$ cat src/rtl/ball_control.sv
// rtl/ball_control.sv - ball direction, bounce, scoring and serve control for the ball position stage
module ball_control #(
  parameter int SCREEN_W    = 640,
  parameter int SCREEN_H    = 480,
  parameter int BALL_R      = 4,
  parameter int PAD_L_FACE  = 20,
  parameter int PAD_R_FACE  = 620,
  parameter int PAD_HALF    = 32,
  parameter int SERVE_DELAY = 60,
  parameter int WIN_SCORE   = 9
) (
  input  logic       clk,
  input  logic       reset_n,
  input  logic       move_tick,
  input  logic       serve,
  input  logic [9:0] ball_center_x,
  input  logic [9:0] ball_center_y,
  input  logic [9:0] paddle_left_y,
  input  logic [9:0] paddle_right_y,
  output logic [3:0] cw_ballMovement,
  output logic [3:0] score_left,
  output logic [3:0] score_right,
  output logic       point_scored,
  output logic       game_over
);

  localparam int CNT_W = (SERVE_DELAY > 1) ? $clog2(SERVE_DELAY) : 1;

  localparam logic [10:0] R_W      = 11'(BALL_R);
  localparam logic [10:0] BOT_LIM  = 11'(SCREEN_H - 1);
  localparam logic [10:0] RGT_LIM  = 11'(SCREEN_W - 1);
  localparam logic [10:0] PADL_LIM = 11'(PAD_L_FACE + BALL_R);
  localparam logic [10:0] PADR_LIM = 11'(PAD_R_FACE);
  localparam logic [10:0] ALIGN    = 11'(PAD_HALF + BALL_R);
  localparam logic [CNT_W-1:0] CNT_LAST = CNT_W'(SERVE_DELAY - 1);

  localparam logic [3:0] CW_HOLD     = 4'b0000;
  localparam logic [3:0] CW_RECENTRE = 4'b0101;

  typedef enum logic [1:0] {IDLE, MOVING, SCORED, GAME_OVER} state_t;

  state_t           state, state_nxt;
  logic             dx, dy, dx_nxt, dy_nxt;
  logic [CNT_W-1:0] cnt, cnt_nxt;
  logic             right_scored, right_scored_nxt;
  logic [3:0]       sl_nxt, sr_nxt, cw_nxt;
  logic             pt_nxt;

  function automatic logic [3:0] encode(input logic dx_i, input logic dy_i);
    case ({dx_i, dy_i})
      2'b11:   encode = 4'b0001;
      2'b00:   encode = 4'b0010;
      2'b01:   encode = 4'b0011;
      default: encode = 4'b0100;
    endcase
  endfunction

  // Geometry on the pre-move position, widened so x+R never wraps
  logic [10:0] x_w, y_w;
  logic [9:0]  dist_l, dist_r;
  logic        at_bottom, at_top, near_l, near_r, align_l, align_r, edge_l, edge_r;
  logic        bounce_l, bounce_r, dy_new, dx_new;
  logic        mv_tick, scr_l, scr_r;
  logic [3:0]  sl_inc, sr_inc;

  assign x_w       = {1'b0, ball_center_x};
  assign y_w       = {1'b0, ball_center_y};
  assign dist_l    = (ball_center_y >= paddle_left_y)  ? ball_center_y - paddle_left_y
                                                       : paddle_left_y - ball_center_y;
  assign dist_r    = (ball_center_y >= paddle_right_y) ? ball_center_y - paddle_right_y
                                                       : paddle_right_y - ball_center_y;
  assign at_bottom = (y_w + R_W) >= BOT_LIM;
  assign at_top    = y_w <= R_W;
  assign near_l    = x_w <= PADL_LIM;
  assign near_r    = (x_w + R_W) >= PADR_LIM;
  assign align_l   = {1'b0, dist_l} <= ALIGN;
  assign align_r   = {1'b0, dist_r} <= ALIGN;
  assign edge_l    = x_w <= R_W;
  assign edge_r    = (x_w + R_W) >= RGT_LIM;
  assign bounce_l  = !dx && near_l && align_l;
  assign bounce_r  = dx && near_r && align_r;

  assign dy_new = dy ? !at_bottom : at_top;
  assign dx_new = dx ? !bounce_r : bounce_l;

  assign mv_tick = (state == MOVING) && move_tick;
  assign scr_r   = mv_tick && !dx && !bounce_l && edge_l;
  assign scr_l   = mv_tick && dx && !bounce_r && edge_r;
  assign sl_inc  = (score_left  == 4'hF) ? 4'hF : score_left  + 4'd1;
  assign sr_inc  = (score_right == 4'hF) ? 4'hF : score_right + 4'd1;

  // State and datapath registers
  always_ff @(posedge clk) begin
    if (!reset_n) begin
      state           <= IDLE;
      dx              <= 1'b1;
      dy              <= 1'b1;
      cnt             <= '0;
      right_scored    <= 1'b0;
      score_left      <= 4'd0;
      score_right     <= 4'd0;
      cw_ballMovement <= CW_HOLD;
      point_scored    <= 1'b0;
    end else begin
      state           <= state_nxt;
      dx              <= dx_nxt;
      dy              <= dy_nxt;
      cnt             <= cnt_nxt;
      right_scored    <= right_scored_nxt;
      score_left      <= sl_nxt;
      score_right     <= sr_nxt;
      cw_ballMovement <= cw_nxt;
      point_scored    <= pt_nxt;
    end
  end

  // Next-state logic
  always_comb begin
    state_nxt = state;
    case (state)
      IDLE:      if (serve) state_nxt = MOVING;
      MOVING: begin
        if (scr_l)      state_nxt = (sl_inc == 4'(WIN_SCORE)) ? GAME_OVER : SCORED;
        else if (scr_r) state_nxt = (sr_inc == 4'(WIN_SCORE)) ? GAME_OVER : SCORED;
      end
      SCORED:    if (move_tick && cnt == CNT_LAST) state_nxt = MOVING;
      GAME_OVER: if (serve) state_nxt = IDLE;
      default:   state_nxt = IDLE;
    endcase
  end

  // Datapath next values; cw defaults to hold so every nonzero word lasts one cycle
  always_comb begin
    dx_nxt           = dx;
    dy_nxt           = dy;
    cnt_nxt          = cnt;
    right_scored_nxt = right_scored;
    sl_nxt           = score_left;
    sr_nxt           = score_right;
    cw_nxt           = CW_HOLD;
    pt_nxt           = 1'b0;
    case (state)
      MOVING: begin
        if (move_tick) begin
          dy_nxt = dy_new;
          if (scr_l || scr_r) begin
            sl_nxt           = scr_l ? sl_inc : score_left;
            sr_nxt           = scr_r ? sr_inc : score_right;
            right_scored_nxt = scr_r;
            pt_nxt           = 1'b1;
            cw_nxt           = CW_RECENTRE;
            cnt_nxt          = '0;
          end else begin
            dx_nxt = dx_new;
            cw_nxt = encode(dx_new, dy_new);
          end
        end
      end
      SCORED: begin
        if (move_tick) begin
          if (cnt == CNT_LAST) begin
            // Serve toward whoever conceded
            dx_nxt  = !right_scored;
            cnt_nxt = '0;
          end else begin
            cnt_nxt = cnt + 1'b1;
          end
        end
      end
      GAME_OVER: begin
        if (serve) begin
          sl_nxt = 4'd0;
          sr_nxt = 4'd0;
          dx_nxt = 1'b1;
          dy_nxt = 1'b1;
          cw_nxt = CW_RECENTRE;
        end
      end
      default: ;
    endcase
  end

  // Outputs
  always_comb begin
    game_over = (state == GAME_OVER);
  end

endmodule

$ cat config.mk
export PLATFORM = sky130hd
export DESIGN_NAME = ball_control
export DESIGN_NICKNAME = d
export VERILOG_FILES = /design/src/rtl/ball_control.sv
export SDC_FILE = /design/constraint.sdc
export NUM_CORES = 1
export LEC_CHECK = 0
export CAP_MARGIN = 5
export CORE_ASPECT_RATIO = 1.25
export CORE_MARGIN = 8
export CORE_UTILIZATION = 35
export DETAILED_ROUTE_END_ITERATION = 10
export HOLD_SLACK_MARGIN = 0.02
export MAX_ROUTING_LAYER = met4
export PLACE_DENSITY = 0.61
export SYNTH_ARGS = -nofsm -noshare
export SYNTH_HDL_FRONTEND = slang
export SYNTH_SLANG_ARGS = --single-unit
$ cat constraint.sdc
create_clock -name clk -period 2.9 [get_ports clk]
set_input_delay 0.435 -clock clk [delete_from_list [all_inputs] [get_ports clk]]
set_output_delay 0.435 -clock clk [all_outputs]
set_load 0.01 [all_outputs]
==> qor.csv <==
stage;metric;value;unit
status;status;finished clean;
synthesis;synthesized cell area;3570;sq um
synthesis;syn_nets;570;
worst_setup_path;Worst R2R Path Depth;9;
routing;Vias;4258;
synthesis;Syn Area/Cell;7.48;sq um
layout;fin util;0.573;
timing;Fin. Hold Viols;0;
power_and_ir_drop;P per Cell Area;267;nW/um^2
synthesis;Yosys cell types;81;
flow_run;total of max-cap violations;0;
clock_tree;Sink Count;23;
worst_setup_path;Critical Path RT;3.05;ns
power_and_ir_drop;Peak VDD IR;0.000328;V
timing;clk_skew;0.00412;ns
timing;Tcrit/Tclk final;0.969;
synthesis;Mapped Cells;477;
floorplanning;Initial Util;0.356;
floorplanning;I/O pin cnt;58;
floorplanning;die height;129;um
clock_tree;post-cts hold buffer count;0;
routing;residual DRC count;0;
routing;Routed WL per cell;16.4;um
synthesis;Synth Register Bits;23;
timing;FMAX;356;MHz
timing;Final setup viols;0;
worst_setup_path;family with the most delay on the worst path;compound AO/OA/AOI/OAI gates;
worst_setup_path;Crit path arrival time;2.96;ns
clock_tree;TritonCTS buffer count;3;
place;GPL Wtd Cong;0.866;
timing;worst hold slack;0.485;ns
floorplanning;die extent in x;106;um
layout;share of layout cells above drive strength 1;0.400;
routing;DRT Wirelength;12800;um
worst_hold_path;HP Start;cnt[4];
routing;ANT nets after route;0;
worst_setup_path;Buf/Inv on CP;5;
clock_tree;CTS tree;done;
layout;# diodes;0;
timing;final worst slack;0.0894;ns
worst_setup_path;crit-path cells;buf_4 -> inv_4 -> buf_6 -> ha_4 -> a211oi_4 -> nor2_4 -> buf_6 -> o21a_1 -> nor3_2 -> xnor2_1 -> o41a_1 -> a21bo_2 -> buf_4 -> a31oi_1 -> nor3_1;
global_route;GRT overflow;0;
global_route;gr usage total;0.191;
timing;Tmin final;2.81;ns
worst_setup_path;R2R Setup Slk;0.70;ns
worst_setup_path;startpoint types;input port;
layout;Net count, final;744;
routing;DR pass1 iterations;4;
clock_tree;clk slew on worst S/H paths;0.06;ns
power_and_ir_drop;P_leak;0.00253;uW
routing;Via density;5.47;
synthesis;async set-reset flop share out of synthesis;0;
place;hpwl dp;9830;um
worst_setup_path;Crit Reg-Reg Startpoint;state[0];
clock_tree;clk_lat worst skew;0.26;ns
worst_hold_path;Hold Crit Class;reg -> reg;
synthesis;Main synth FF type;dfxtp_1;
worst_hold_path;Hold Path Sink;cnt[4];
worst_hold_path;Hold Path Cell Cnt;1;
layout;Area Overhead vs Synth;60.8;%
clock_tree;Root Buffer;clkbuf_16;
global_route;antenna violations before repair;0;
worst_setup_path;Slowest-stage cell, CP;o41a_1;
worst_setup_path;slowest cell delay on critical path;0.43;ns
global_route;vias in the first global route;4362;
floorplanning;Placeable Area;10000;sq um
global_route;pin count of the biggest net entering global routing;15;
synthesis;Ys Warns;0;
worst_setup_path;nature of the critical path endpoint;register;
synthesis;Seq/Total Area, Yosys;0.129;
worst_setup_path;Crit Path Max Fanout;5;
place;Place WS;-0.693;ns
synthesis;number of synthesized flops with an enable pin;0;
clock_tree;H-tree depth;1;
global_route;first-pass GRT wire length;21100;um
clock_tree;clock tree buffer depth;2;
place;I/O Buffers;56;
worst_setup_path;crit path kind;in -> reg;
floorplanning;Rows;41;
floorplanning;DIE AREA;13700;sq um
layout;Fill cells;914;
worst_setup_path;worst r2r dst;score_right[1];
timing;Slew Viols, Final;0;
routing;Initial DRC Count;150;
-- cell type report --
| class | instances | area, sq um | share of cell area |
|---|---|---|---|
| sequential | 23 | 460 | 0.0803 |
| tap | 129 | 161 | 0.0282 |
| clock buffer | 4 | 78.8 | 0.0137 |
| timing repair buffer | 184 | 1450 | 0.253 |
| multi-input combinational | 397 | 3420 | 0.596 |
| inverter | 42 | 165 | 0.0288 |
-- flip-flops by register name (all words and copies together), names as in the netlist --
signal,flops
state,2
score_left,4
dy,1
cw_ballMovement,3
score_right,4
dx,1
right_scored,1
cnt,6
point_scored,1
-- synthesized netlist by cell type (all sizes together) (3+ instances only) --
library cell  number  area (sq um)
o22ai              4          25.0
and2               8          52.6
inv               42           158
o31ai              3          22.5
o211ai            12           114
a21boi             4          37.5
a21oi             51           274
nor4               6          37.5
o21ai             23           115
nor3              13          76.3
or4                7          56.3
xor2               6          52.6
nand3             16          80.1
nor2b              9          56.3
buf                8          66.3
a211o              3          26.3
nand2             43           171
mux2i              7          82.6
nor2              25          93.8
ha                49           613
nand2b             6          37.5
o21a              12          90.1
dfxtp             23           460
a31oi             14          87.6
a211oi             7          52.6
o221ai             3          26.3
a311oi             3          32.5
a21o               8          63.8
or3                3          18.8
xnor2              3          26.3
clkbuf             7          26.3
nand4              4          40.0
and3               6          37.5
-- cell families after synthesis --
| family | Yosys count | synth area share |
|---|---|---|
| compound gates | 168 | 0.329 |
| simple gates | 162 | 0.249 |
| buf+inv | 57 | 0.0702 |
| fa+ha+maj | 49 | 0.172 |
| flops | 23 | 0.129 |
| xor+xnor | 9 | 0.0221 |
| mux | 8 | 0.0274 |
| other cells | 1 | 0.00105 |
-- timing repair --
action / in CTS / in global routing
endpoints found under the setup margin: 22 / 21
pin swaps: 37 / 51
setup buffers: 16 / 12
resized for setup: 120 / 74
-- layer usage --
layer / GRT usage / share of wire / wire [um] / vias to the layer above
li1: - / - / - / 2121
met2: 0.348 / 0.52 / 6610 / 108
met3: 0.0205 / 0.035 / 449 / 32
met1: 0.208 / 0.42 / 5350 / 1997
met5: - / 0 / 0 / -
met4: 0.0689 / 0.031 / 398 / 0
-- worst max-delay path by stage --
stage / from / endpoint / slack (ns) / depth (start not counted)
2_1_floorplan: ball_center_y[5] / cnt[5] / 0.01 / 12
3_3_place_gp: ball_center_y[3] / cnt[5] / -0.68 / 13
3_5_place_dp: ball_center_y[3] / cnt[5] / -0.69 / 13
4_1_cts: ball_center_y[4] / cnt[1] / 0.001 / 13
5_1_grt: ball_center_y[3] / cw_ballMovement[0] / -0.03 / 14
6_report: ball_center_y[3] / score_right[2] / 0.09 / 15
-- power breakdown --
part / leakage, uW / switching [uW] / total, uW / internal (uW)
combinational: 0.00231 / 436 / 896 / 461
clock: 0.0000382 / 114 / 302 / 188
sequential: 0.000186 / 10.5 / 335 / 324
total: 0.00253 / 560 / 1530 / 973
-- cells in the final DEF (no fill, tap or decap), types with 9 or more instances in the layout --
cell,instances
nor3_1,11
o21a_1,12
ha_4,18
a31oi_1,14
nor2_1,21
clkdlybuf4s50_1,19
o211ai_1,9
nand2_1,39
dfxtp_1,23
ha_1,24
o21ai_0,19
inv_1,31
dlygate4sd2_1,10
buf_4,124
nand3_1,13
a21oi_1,42
clkbuf_2,15
-- through the flow --
stage          TNS [ns]  total power, uW  area, sq um  std cells
2_1_floorplan         0              760         3630        477
4_1_cts               0             1480         5560        769
5_1_grt          -0.153             1630         5730        779
3_5_place_dp     -13.63             1070         5020        749
3_3_place_gp     -13.23             1060         5020        749
6_report              0             1530         5730        779
(Power assumes the default switching activity.)
